**config.mk**
```make
export PLATFORM = sky130hd
export DESIGN_NAME = if_fetch_unit
export DESIGN_NICKNAME = d
export VERILOG_FILES = /design/src/rtl/if_fetch_unit.sv
export SDC_FILE = /design/constraint.sdc
export NUM_CORES = 1
export LEC_CHECK = 0
export ABC_AREA = 1
export CAP_MARGIN = 5
export CORE_ASPECT_RATIO = 0.5
export CORE_MARGIN = 8
export CORE_UTILIZATION = 40
export CTS_BUF_LIST = sky130_fd_sc_hd__clkbuf_8
export CTS_CLUSTER_SIZE = 12
export DETAILED_ROUTE_END_ITERATION = 6
export GPL_TIMING_DRIVEN = 0
export PLACE_DENSITY_LB_ADDON = 0.15
export SLEW_MARGIN = 20
export SYNTH_ARGS = -nofsm -noshare
export SYNTH_HDL_FRONTEND = slang
export SYNTH_SLANG_ARGS = --single-unit
```
**constraint.sdc**
```tcl
create_clock -name clk -period 4 [get_ports clk]
set_input_delay 0.6 -clock clk [delete_from_list [all_inputs] [get_ports clk]]
set_output_delay 0.6 -clock clk [all_outputs]
set_load 0.01 [all_outputs]
```
**src/rtl/if_fetch_unit.sv**
```systemverilog
// Instruction-fetch stage: owns the PC, requests instruction words from
// memory over a req/ready handshake and drives the IF/ID pipeline inputs.
// A one-entry skid buffer absorbs a word returned during a stall, and a
// drain state lets an outstanding request finish before a redirect applies.
module if_fetch_unit #(
    parameter logic [31:0] RESET_PC = 32'h0000_0000,
    parameter logic [5:0]  JUMP_OPC = 6'b000010,
    parameter logic [5:0]  JAL_OPC  = 6'b000011
) (
    input  logic        clk,
    input  logic        reset,
    output logic        imem_req,
    output logic [31:0] imem_addr,
    input  logic        imem_ready,
    input  logic [31:0] imem_rdata,
    input  logic        stall,
    input  logic        branch_taken,
    input  logic [31:0] branch_target,
    input  logic        jump_taken,
    input  logic [25:0] jump_address,
    input  logic [31:0] id_pc,
    output logic [31:0] currpc,
    output logic [31:0] nextpc,
    output logic [31:0] inp_instn,
    output logic        jump_in,
    output logic        if_valid
);

    localparam logic [1:0] ST_REQ   = 2'd0;
    localparam logic [1:0] ST_SKID  = 2'd1;
    localparam logic [1:0] ST_DRAIN = 2'd2;

    localparam logic [31:0] RESET_PC_AL = {RESET_PC[31:2], 2'b00};

    // Opcode match for j / jal.
    function automatic logic is_jump(input logic [31:0] word);
        return (word[31:26] == JUMP_OPC) || (word[31:26] == JAL_OPC);
    endfunction

    logic [1:0]  state_q, state_d;
    logic        req_q, req_d;
    logic [31:0] pc_q, pc_d;
    logic [31:0] pend_q, pend_d;
    logic [31:0] skid_instn_q, skid_instn_d;
    logic [31:0] skid_pc_q, skid_pc_d;
    logic        skid_jump_q, skid_jump_d;
    logic [31:0] currpc_q, currpc_d;
    logic [31:0] nextpc_q, nextpc_d;
    logic [31:0] instn_q, instn_d;
    logic        jump_q, jump_d;
    logic        valid_q, valid_d;

    logic        redirect_s;
    logic [31:0] target_s;
    logic        accept_s;
    logic        unused_s;

    // Redirect target selection: the branch (older instruction) beats the jump.
    always_comb begin
        redirect_s = branch_taken | jump_taken;
        accept_s   = req_q & imem_ready;
        if (branch_taken) begin
            target_s = {branch_target[31:2], 2'b00};
        end else begin
            target_s = {id_pc[31:28], jump_address, 2'b00};
        end
    end

    // Word-alignment bits of the branch target and low id_pc bits are ignored.
    assign unused_s = ^{branch_target[1:0], id_pc[27:0]};

    // Fetch FSM next-state, PC, skid buffer and IF/ID output logic.
    always_comb begin
        state_d      = state_q;
        pc_d         = pc_q;
        pend_d       = pend_q;
        skid_instn_d = skid_instn_q;
        skid_pc_d    = skid_pc_q;
        skid_jump_d  = skid_jump_q;
        currpc_d     = currpc_q;
        nextpc_d     = nextpc_q;
        instn_d      = instn_q;
        jump_d       = jump_q;
        valid_d      = valid_q;

        case (state_q)
            ST_REQ: begin
                if (accept_s) begin
                    if (redirect_s) begin
                        // Returned word is on the wrong path: drop it.
                        pc_d    = target_s;
                        valid_d = 1'b0;
                    end else if (!stall) begin
                        currpc_d = pc_q;
                        nextpc_d = pc_q + 32'd4;
                        instn_d  = imem_rdata;
                        jump_d   = is_jump(imem_rdata);
                        valid_d  = 1'b1;
                        pc_d     = pc_q + 32'd4;
                    end else begin
                        // Park the word; outputs stay frozen for the stall.
                        skid_instn_d = imem_rdata;
                        skid_pc_d    = pc_q;
                        skid_jump_d  = is_jump(imem_rdata);
                        pc_d         = pc_q + 32'd4;
                        state_d      = ST_SKID;
                    end
                end else if (redirect_s) begin
                    valid_d = 1'b0;
                    if (req_q) begin
                        // Request in flight: must finish at the old address.
                        pend_d  = target_s;
                        state_d = ST_DRAIN;
                    end else begin
                        pc_d = target_s;
                    end
                end else if (!stall) begin
                    valid_d = 1'b0;
                end else begin
                    valid_d = valid_q;
                end
            end
            ST_SKID: begin
                if (redirect_s) begin
                    pc_d    = target_s;
                    valid_d = 1'b0;
                    state_d = ST_REQ;
                end else if (!stall) begin
                    currpc_d = skid_pc_q;
                    nextpc_d = skid_pc_q + 32'd4;
                    instn_d  = skid_instn_q;
                    jump_d   = skid_jump_q;
                    valid_d  = 1'b1;
                    state_d  = ST_REQ;
                end else begin
                    state_d = ST_SKID;
                end
            end
            ST_DRAIN: begin
                valid_d = 1'b0;
                if (redirect_s) begin
                    pend_d = target_s;
                end else begin
                    pend_d = pend_q;
                end
                if (accept_s) begin
                    if (redirect_s) begin
                        pc_d = target_s;
                    end else begin
                        pc_d = pend_q;
                    end
                    state_d = ST_REQ;
                end else begin
                    state_d = ST_DRAIN;
                end
            end
            default: begin
                state_d = ST_REQ;
                valid_d = 1'b0;
            end
        endcase

        req_d = (state_d != ST_SKID);
    end

    // State registers with synchronous active-low reset.
    always_ff @(posedge clk) begin
        if (!reset) begin
            state_q      <= ST_REQ;
            req_q        <= 1'b0;
            pc_q         <= RESET_PC_AL;
            pend_q       <= 32'd0;
            skid_instn_q <= 32'd0;
            skid_pc_q    <= 32'd0;
            skid_jump_q  <= 1'b0;
            currpc_q     <= 32'd0;
            nextpc_q     <= 32'd0;
            instn_q      <= 32'd0;
            jump_q       <= 1'b0;
            valid_q      <= 1'b0;
        end else begin
            state_q      <= state_d;
            req_q        <= req_d;
            pc_q         <= pc_d;
            pend_q       <= pend_d;
            skid_instn_q <= skid_instn_d;
            skid_pc_q    <= skid_pc_d;
            skid_jump_q  <= skid_jump_d;
            currpc_q     <= currpc_d;
            nextpc_q     <= nextpc_d;
            instn_q      <= instn_d;
            jump_q       <= jump_d;
            valid_q      <= valid_d;
        end
    end

    // Request is suppressed for as long as reset is held low.
    assign imem_req  = req_q & reset;
    assign imem_addr = pc_q;
    assign currpc    = currpc_q;
    assign nextpc    = nextpc_q;
    assign inp_instn = instn_q;
    assign jump_in   = jump_q;
    assign if_valid  = valid_q;

endmodule

```
# After elaboration in Yosys (flattened, before gate mapping)
# Cells that the tools add are included.
# word_totals
regBits,230
in_bits,128
out_inout_bits,131
wordCells,97
# op_classes
addsub,2
n_eq_ne,18
muxes,52
bitwise_logic,4
n_reduce_logical,9
# ops
operator,count
$mux W32,26
$pmux W32 S2,4
$pmux W32 S3,1
$add A32 B3 Y32 const B,2
$ne A2 B2 Y1 const B,10
$eq A6 B2 Y1 const B,2
$mux W1,12
$mux W2,6
$reduce_and A4 Y1,2
$ne A3 B3 Y1 const B,2
$pmux W2 S3,1
$reduce_and A6 Y1,1
$reduce_and A5 Y1,1
$ne A4 B4 Y1 const B,1
$pmux W1 S2,2
$reduce_bool A2 Y1,2
$reduce_bool A3 Y1,1
$and A1 B1 Y1,2
$eq A2 B1 Y1 const B,1
$eq A2 B2 Y1 const B,1
$logic_not A2 Y1,1
$ne A2 B1 Y1 const B,1
$logic_or A1 B1 Y1,1
$not A1 Y1,1
$or A1 B1 Y1,1

# Logic depth before layout (Yosys ltp)
# Gate-level depths: netlist of the first run.
# depth
ltp_word,6
ltp_mapped,12
mapped_depth_nobuf,11

# Worst setup path after synthesis of the first run
# No wires, ideal clock.
# synth_timing
path_type,input -> output
startpoint,in reset
endpoint,out imem_req
t_arrival_ns,1.456
required_ns,3.400
slack_ns,1.944
stages,5
n_path_buf,3
path_cell_list,clkbuf_1 -> clkbuf_1 -> clkbuf_1 -> nand2_1 -> inv_1
# synth_between
elab_chain_cells,1
# synth_rtl
item,line,source
start: declaration,11,"input logic reset,"
$and A1 B1 Y1,198,assign imem_req = req_q & reset;
end: declaration,12,"output logic imem_req,"
# No other way between the ends.

# Worst setup path in the final report of the first run
# Ends and elaborated chain as after synthesis.

==> results of run 1 <==
==> registers in the layout (all words and copies together) (netlist names) <==
name and count:
skid_jump_q 1, nextpc 30, inp_instn 32, if_valid 1
skid_pc_q 32, skid_instn_q 32, currpc 32, pend_q 32
state_q 2, req_q 1, jump_in 1, imem_addr 32
==> cells by family after synthesis <==
| family | after synthesis | share of synthesized area, % |
|---|---|---|
| XOR/XNOR | 16 | 1.16 |
| AO/OA/AOI/OAI | 533 | 23.4 |
| buffers and inverters | 228 | 7.68 |
| AND/OR/NAND/NOR | 888 | 29.3 |
| flip-flops | 228 | 37.8 |
| adder cells (fa/ha/maj) | 6 | 0.622 |
==> path summary, 6_finish.rpt <==
path	startpoint	slack (ns)	to
max	reset	0.30	imem_req
min	nextpc[26]$_SDFFE_PN0P_	0.46	nextpc[26]$_SDFFE_PN0P_
max reg2reg	state_q[1]$_SDFF_PN0_	1.19	nextpc[15]$_SDFFE_PN0P_
min reg2reg	nextpc[26]$_SDFFE_PN0P_	0.46	nextpc[26]$_SDFFE_PN0P_
==> cells in the mapped netlist (all sizes together) <==
master	count	area, um^2
a21oi	192	961
o31ai	1	7.51
nand4	5	31.3
o21ai	247	1240
nand3b	7	52.6
and2	7	43.8
buf	42	229
inv	102	383
clkbuf	84	315
nand2	529	1990
nand3	86	430
a31oi	66	413
o2111a	1	11.3
dfxtp	228	4560
o22ai	2	12.5
ha	6	75.1
o211ai	22	165
xnor2	8	70.1
or2	3	18.8
nor2	242	933
nor3	9	45.0
o21bai	1	7.51
o221ai	1	8.76
xor2	8	70.1
==> layer usage <==
| layer | global-route usage [%] | up-vias |
|---|---|---|
| li1 | - | 6828 |
| met4 | 8.09 | 0 |
| met5 | 0 | - |
| met3 | 5.01 | 106 |
| met1 | 38.4 | 6485 |
| met2 | 42.0 | 691 |
==> power breakdown <==
part | internal, mW | switching, mW
clock network | 1.13 | 0.984
registers | 2.48 | 0.315
logic | 0.628 | 0.984
total | 4.24 | 2.28
==> area by class of cell <==
cell class | count | share of cell area, %
Buffer | 126 | 3.49
Clock buffer | 48 | 4.24
Clock inverter | 13 | 0.522
Inverter | 102 | 2.46
Multi-Input combinational cell | 1443 | 42.2
Sequential cell | 228 | 29.3
Tap cell | 399 | 3.20
Timing Repair Buffer | 227 | 14.6
==> worst register-to-register path: cells and delay by family, from the launching register on <==
family                     cells  cell delay (ns)
AOI/OAI and AO/OA              1             0.20
adders and majority gates      1             0.17
buffers and inverters          5             1.73
DFF                            1             0.41
and+or+nand+nor                1             0.26
==> results.json, run 1 <==
{
  "insertion_delay_ns": 0.57,
  "ys_types": 31,
  "fp.dieW_um": 262,
  "die_area_um2": 36300,
  "grt_pass1_vias": 12900,
  "start_kind": "input port",
  "cts-root-buf": "clkbuf_8",
  "seq_area_um2": 4560,
  "synth_warnings": 0,
  "cts_max_level": 2,
  "stdcell_area_um2": 15600,
  "route.met2.wl_um": 22700,
  "routed_wl_um": 52100,
  "area_growth_pct": 29.1,
  "dp_cells": 2525,
  "placementRows": 45,
  "outcome": "finished, final reports clean",
  "finalNonFillerCells": 2586,
  "cp.depth": 6,
  "detailedPlace.worstSlack_ns": 0.368,
  "syn_inst": 1899,
  "cts_sinks": 228,
  "place_area_um2": 14800,
  "gp_congestion": 1.00,
  "drt-initial-drc-count": 1514,
  "synth_seq_cells": 228,
  "path_max_fanout": 10,
  "dieHeight_um": 139,
  "finalMaxSlewViolations": 0,
  "setup-violations-final": 0,
  "p_per_area_nw_per_um2": 418,
  "numCtsBuffers": 37,
  "fin_crit_sh_pct": 92.5,
  "grt_pass1_wl_um": 77300,
  "fin_crit_ns": 3.70,
  "met1Wirelength_um": 22900,
  "layout-drive-gt1-share_pct": 5.08,
  "syn_nets": 2033,
  "grt_max_degree": 11,
  "drtPass1Iterations": 6,
  "layout_common_cells": "529 x nand2_1, 236 x nor2_1, 228 x dfxtp_1",
  "num_antenna_cells": 0,
  "tritoncts": "done",
  "clockBufferDepth": 3,
  "worst-path-buf-inv": 5,
  "core_area_um2": 30000,
  "viasPerCell": 5.46,
  "leakagePower_nw": 6.10,
  "synth_area_um2": 12100,
  "antenna_left": 0,
  "totalPowerFinal_mw": 6.52,
  "syn_area_per_cell_um2": 6.36,
  "cts_setup_buffers": 0,
  "n_fill_cell": 3136,
  "hold_path.class": "reg2reg",
  "multi_input_area_um2": 6580,
  "hold_buffers": 0,
  "final_core_util_pct": 51.9,
  "dp_hpwl_um": 39500,
  "fin_skew_ns": 0.0309,
  "hold_viol": 0,
  "yosysSeqAreaShare_pct": 37.8,
  "setup_ws_ns": 0.298,
  "port_buffers": 227,
  "critPathMaxStageDelay_ns": 0.70,
  "max_freq_mhz": 270,
  "met3_length_um": 5000,
  "path_cells": "clkbuf_1, clkbuf_1, clkbuf_1, nand2_1, inv_1, clkdlybuf4s50_1",
  "critPathMostFrequentCell": "clkbuf_1",
  "cp_top_family": "buffers and inverters",
  "grt_use_total_pct": 27.3,
  "r2r_cells": 8,
  "end_kind": "primary output",
  "timing.slew.headroom_pct": 31.8,
  "crit_slowest_cell": "clkbuf_1",
  "grt_overflow": 0,
  "clk_pin_slew_worst_paths_ns": 0.06,
  "antenna_found_initial": 0,
  "holdPathStages": 2,
  "nets": 2299,
  "max_slew.worst_pin.slew_ns": 1.02,
  "ios": 259,
  "rsz0062_at_grt": "no",
  "drv_cap": 0,
  "tns_ns": 0,
  "critPathKind": "in2out",
  "ir_drop_uv": 214,
  "top_layer": "met4",
  "start_util_pct": 40.2,
  "timing.hold.ws_ns": 0.464,
  "layout_commonest_cell": "nand2_1",
  "wire_per_inst_um": 20.1,
  "critPathRequiredTime_ns": 3.40,
  "critPathArrivalTime_ns": 3.10,
  "ctsResizeCount": 0,
  "vias": 14100,
  "post-route-drc-count": 0
}
Note: power is estimated with default switching activity, not from simulation.
==> run 2, diff against run 1 <==
SLEW_MARGIN = 40   (was 20)
clock period = 4.7 ns   (was 4 ns; I/O delays follow)
==> run 2 against run 1 <==
First-iteration DRC count grew 12%. Via count increased by 0.57%. Utilization is essentially flat. Combinational power down 15%. Sequential power down 15%. Global-route usage increased by 0.20 points. Critical path type unchanged. Largest power group unchanged.
==> results.json, run 2 (synthesized netlist as in run 1, its figures left out) <==
{
  "dp_hpwl_um": 39500,
  "clk_pin_slew_worst_paths_ns": 0.06,
  "start_util_pct": 40.2,
  "critPathMostFrequentCell": "clkbuf_1",
  "hold_path.class": "reg2reg",
  "area_growth_pct": 29.0,
  "detailedPlace.worstSlack_ns": 0.828,
  "cts_setup_buffers": 0,
  "outcome": "finished, final reports clean",
  "grt_pass1_vias": 12900,
  "hold_buffers": 0,
  "cts_max_level": 2,
  "placementRows": 45,
  "gp_congestion": 1.00,
  "cts-root-buf": "clkbuf_8",
  "critPathArrivalTime_ns": 3.21,
  "grt_max_degree": 11,
  "critPathRequiredTime_ns": 3.99,
  "stdcell_area_um2": 15600,
  "num_antenna_cells": 0,
  "min_from": "nextpc[26]$_SDFFE_PN0P_",
  "core_area_um2": 30000,
  "max_slew.worst_pin.slew_ns": 0.854,
  "grt_overflow": 0,
  "layout-drive-gt1-share_pct": 5.12,
  "critPathMaxStageDelay_ns": 0.69,
  "place_area_um2": 14800,
  "fin_skew_ns": 0.0271,
  "rrSetupSlack_ns": 2.06,
  "totalPowerFinal_mw": 5.52,
  "setup_ws_ns": 0.787,
  "multi_input_area_um2": 6580,
  "viasPerCell": 5.49,
  "nets": 2300,
  "fin_crit_ns": 3.91,
  "finalMaxSlewViolations": 0,
  "drtPass1Iterations": 5,
  "crit_slowest_cell": "clkbuf_1",
  "timing.slew.headroom_pct": 43.1,
  "drv_cap": 0,
  "insertion_delay_ns": 0.57,
  "drt-initial-drc-count": 1690,
  "setup-violations-final": 0,
  "wire_per_inst_um": 20.2,
  "path_max_fanout": 10,
  "dieHeight_um": 139,
  "final_core_util_pct": 51.9,
  "fp.dieW_um": 262,
  "cts_sinks": 228,
  "ctsResizeCount": 0,
  "grt_pass1_wl_um": 78100,
  "start_kind": "input port",
  "vias": 14200,
  "layout_commonest_cell": "nand2_1",
  "r2r_cells": 9,
  "antenna_found_initial": 0,
  "p_per_area_nw_per_um2": 355,
  "tns_ns": 0,
  "n_fill_cell": 3119,
  "layout_common_cells": "529 x nand2_1, 236 x nor2_1, 228 x dfxtp_1",
  "path_cells": "clkbuf_1, clkbuf_1, clkbuf_1, nand2_1, inv_1, clkdlybuf4s50_1",
  "rsz0062_at_grt": "no",
  "fin_crit_sh_pct": 83.2,
  "cp_top_family": "buffers and inverters",
  "leakagePower_nw": 6.10,
  "ir_drop_uv": 181,
  "port_buffers": 227,
  "holdPathStages": 2,
  "clockBufferDepth": 3,
  "ios": 259,
  "worst-path-buf-inv": 5,
  "rr_startpoint": "state_q[1]$_SDFF_PN0_",
  "antenna_left": 0,
  "critPathKind": "in2out",
  "end_kind": "primary output",
  "hold_viol": 0,
  "routed_wl_um": 52200,
  "numCtsBuffers": 37,
  "max_freq_mhz": 256,
  "die_area_um2": 36300,
  "seq_area_um2": 4560,
  "min_to": "nextpc[26]$_SDFFE_PN0P_",
  "reg2reg_to": "nextpc[10]$_SDFFE_PN0P_",
  "post-route-drc-count": 0,
  "tritoncts": "done",
  "grt_use_total_pct": 27.5
}
[run 2: cell count changes in the layout (fill, tap and decap cells not counted)]
cell / delta
clkinv_2: +1
clkbuf_1: -1
clkbuf_8: -2
inv_1: +1
clkbuf_2: +1
buf_4: +1
[run 2: worst max-delay path by stage]
stage,from,to,cells after the start
final,reset,imem_req,6
after global routing,reset,imem_req,6
after floorplan,reset,imem_req,5
after detailed placement,reset,imem_req,6
after CTS,reset,imem_req,6
after global placement,reset,imem_req,6
[run 2: final cells by class]
| cell class | instances | area share (%) |
|---|---|---|
| plain buffers | 126 | 3.50 |
| flip-flops and latches | 228 | 29.3 |
| inverters | 102 | 2.46 |
| clock inverters | 15 | 0.578 |
| repair buffers | 228 | 14.6 |
| well taps | 399 | 3.21 |
| multi-input cells | 1443 | 42.2 |
| clock buffers | 46 | 4.07 |
[run 2: report_power, final]
part           switching [mW]  internal [mW]  leakage [nW]
clock network           0.839          0.933         0.416
logic                   0.839          0.535          3.83
registers               0.271           2.11          1.86
total                    1.95           3.57          6.10
[run 2: routing by layer]
layer	global-route usage, %	vias to the layer above	share of wire [%]
met5	0	-	0
met4	7.88	0	2.7
met3	5.23	103	9.7
met2	42.5	716	44
met1	38.6	6532	44
li1	-	6840	-
[run 2: worst min-delay path: stages (launching register included)]
cell	delay, ns
dfxtp_1	0.31
nand2_1	0.06
a21oi_1	0.05
[run 2: stage by stage]
stage / hold slack (ns) / instances
3_3_place_gp: 0.449 / 2525
4_1_cts: 0.463 / 2586
5_1_grt: 0.472 / 2587
6_report: 0.463 / 2587
2_1_floorplan: 0.442 / 1899
3_5_place_dp: 0.453 / 2525
==> run 3, diff against run 2 <==
clock period = 3.2 ns   (was 4.7 ns; I/O delays follow)
==> run 3 against run 2 <==
The flow now finishes with violations (DRC). Via count down 0.19%. Sequential share of layout area barely moved. Routed wire length increased by 0.26%. Largest cell class unchanged. Highest routed layer unchanged.
==> results.json, run 3 (synthesized netlist as in run 1, its figures left out) <==
{
  "dp_cells": 2525,
  "antenna_left": 0,
  "cts_sinks": 228,
  "critPathKind": "in2out",
  "timing.hold.ws_ns": 0.463,
  "gp_congestion": 1.00,
  "grt_overflow": 0,
  "leakagePower_nw": 6.11,
  "outcome": "finished with violations",
  "grt_max_degree": 11,
  "layout_commonest_cell": "nand2_1",
  "rsz0062_at_grt": "no",
  "cts_max_level": 2,
  "start_util_pct": 40.2,
  "fin_skew_ns": 0.0315,
  "area_growth_pct": 29.0,
  "dp_hpwl_um": 39500,
  "finalMaxSlewViolations": 0,
  "end_kind": "primary output",
  "antenna_found_initial": 0,
  "start_kind": "input port",
  "clockBufferDepth": 3,
  "die_area_um2": 36300,
  "tritoncts": "done",
  "grt_pass1_vias": 12900,
  "insertion_delay_ns": 0.57,
  "tns_ns": 0,
  "num_antenna_cells": 0,
  "hold_viol": 0,
  "grt_use_total_pct": 27.5,
  "ir_drop_uv": 270,
  "critPathArrivalTime_ns": 2.42,
  "max_slew.worst_pin.slew_ns": 0.842,
  "hold_buffers": 0,
  "n_fill_cell": 3118,
  "fp.dieW_um": 262,
  "detailedPlace.worstSlack_ns": -0.222,
  "clk_pin_slew_worst_paths_ns": 0.06,
  "vias": 14200,
  "setup-violations-final": 0,
  "drtPass1Iterations": 7,
  "numCtsBuffers": 37,
  "viasPerCell": 5.48,
  "placementRows": 45,
  "path_max_fanout": 10,
  "routed_wl_um": 52300,
  "core_area_um2": 30000,
  "grt_pass1_wl_um": 78100,
  "max_freq_mhz": 345,
  "violations": "DRC",
  "critPathRequiredTime_ns": 2.72,
  "layout-drive-gt1-share_pct": 5.21,
  "port_buffers": 227,
  "finalNonFillerCells": 2587,
  "nets": 2300,
  "ios": 259,
  "drv_cap": 0,
  "setup_ws_ns": 0.302,
  "dieHeight_um": 139,
  "layout_common_cells": "529 x nand2_1, 236 x nor2_1, 228 x dfxtp_1",
  "wire_per_inst_um": 20.2,
  "fin_crit_ns": 2.90,
  "fin_crit_sh_pct": 90.5,
  "seq_area_um2": 4560,
  "p_per_area_nw_per_um2": 522,
  "cts-root-buf": "clkbuf_8",
  "multi_input_area_um2": 6580,
  "post-route-drc-count": 2,
  "drt-initial-drc-count": 1686,
  "timing.slew.headroom_pct": 43.9,
  "hold_path.class": "reg2reg"
}
==> run 3: cell counts in the layout (fill, tap and decap cells not counted) <==
Identical to the previous run, type by type.
==> run 3: timing repair <==
| action | in CTS | in global routing |
|---|---|---|
| resized for setup | 1 | 2 |
| setup buffers | 0 | 0 |
| endpoints found under the setup margin | 1 | 1 |
==> run 3: area by class of cell <==
class                      instances  area share [%]
clock buffer                      46            4.06
inverter                         102            2.46
timing repair buffer             228            14.6
multi-input combinational       1443            42.2
tap                              399            3.21
clock inverter                    15           0.578
buffer                           126            3.52
sequential                       228            29.3
==> run 3: report_power, final <==
part | switching [mW] | internal, mW | total [mW]
Clock | 1.24 | 1.37 | 2.61
Sequential | 0.397 | 3.09 | 3.49
Combinational | 1.23 | 0.786 | 2.02
Total | 2.87 | 5.25 | 8.12
==> run 3: stage by stage <==
step / util [%] / cell area [um^2] / power (mW)
floorplan: - / 12100 / 4.46
global placement: 49.5 / 14800 / 5.49
detailed placement: 49.5 / 14800 / 5.50
CTS: 51.9 / 15600 / 8.09
global route: 51.9 / 15600 / 8.47
finish: 51.9 / 15600 / 8.12
==> run 3: critical path: stages <==
cell and delay, ns:
clkbuf_2 0.31, clkbuf_1 0.46, clkbuf_2 0.46, nand2_1 0.10, inv_1 0.06, clkdlybuf4s50_1 0.53
==> run 3: per-layer routing <==
metal	global-route usage [%]	part of all wire, %
met4	7.88	2.6
met1	38.6	44
met3	5.23	10
met5	0	0
met2	42.5	44
==> run 3: final timing paths <==
path,from,to,depth (start not counted),slack (ns)
worst max-delay path,reset,imem_req,6,0.30
worst min-delay path,pend_q[1]$_SDFFE_PN0P_,pend_q[1]$_SDFFE_PN0P_,2,0.46
worst max register to register,state_q[1]$_SDFF_PN0_,nextpc[10]$_SDFFE_PN0P_,9,0.56
worst min register to register,pend_q[1]$_SDFFE_PN0P_,pend_q[1]$_SDFFE_PN0P_,2,0.46
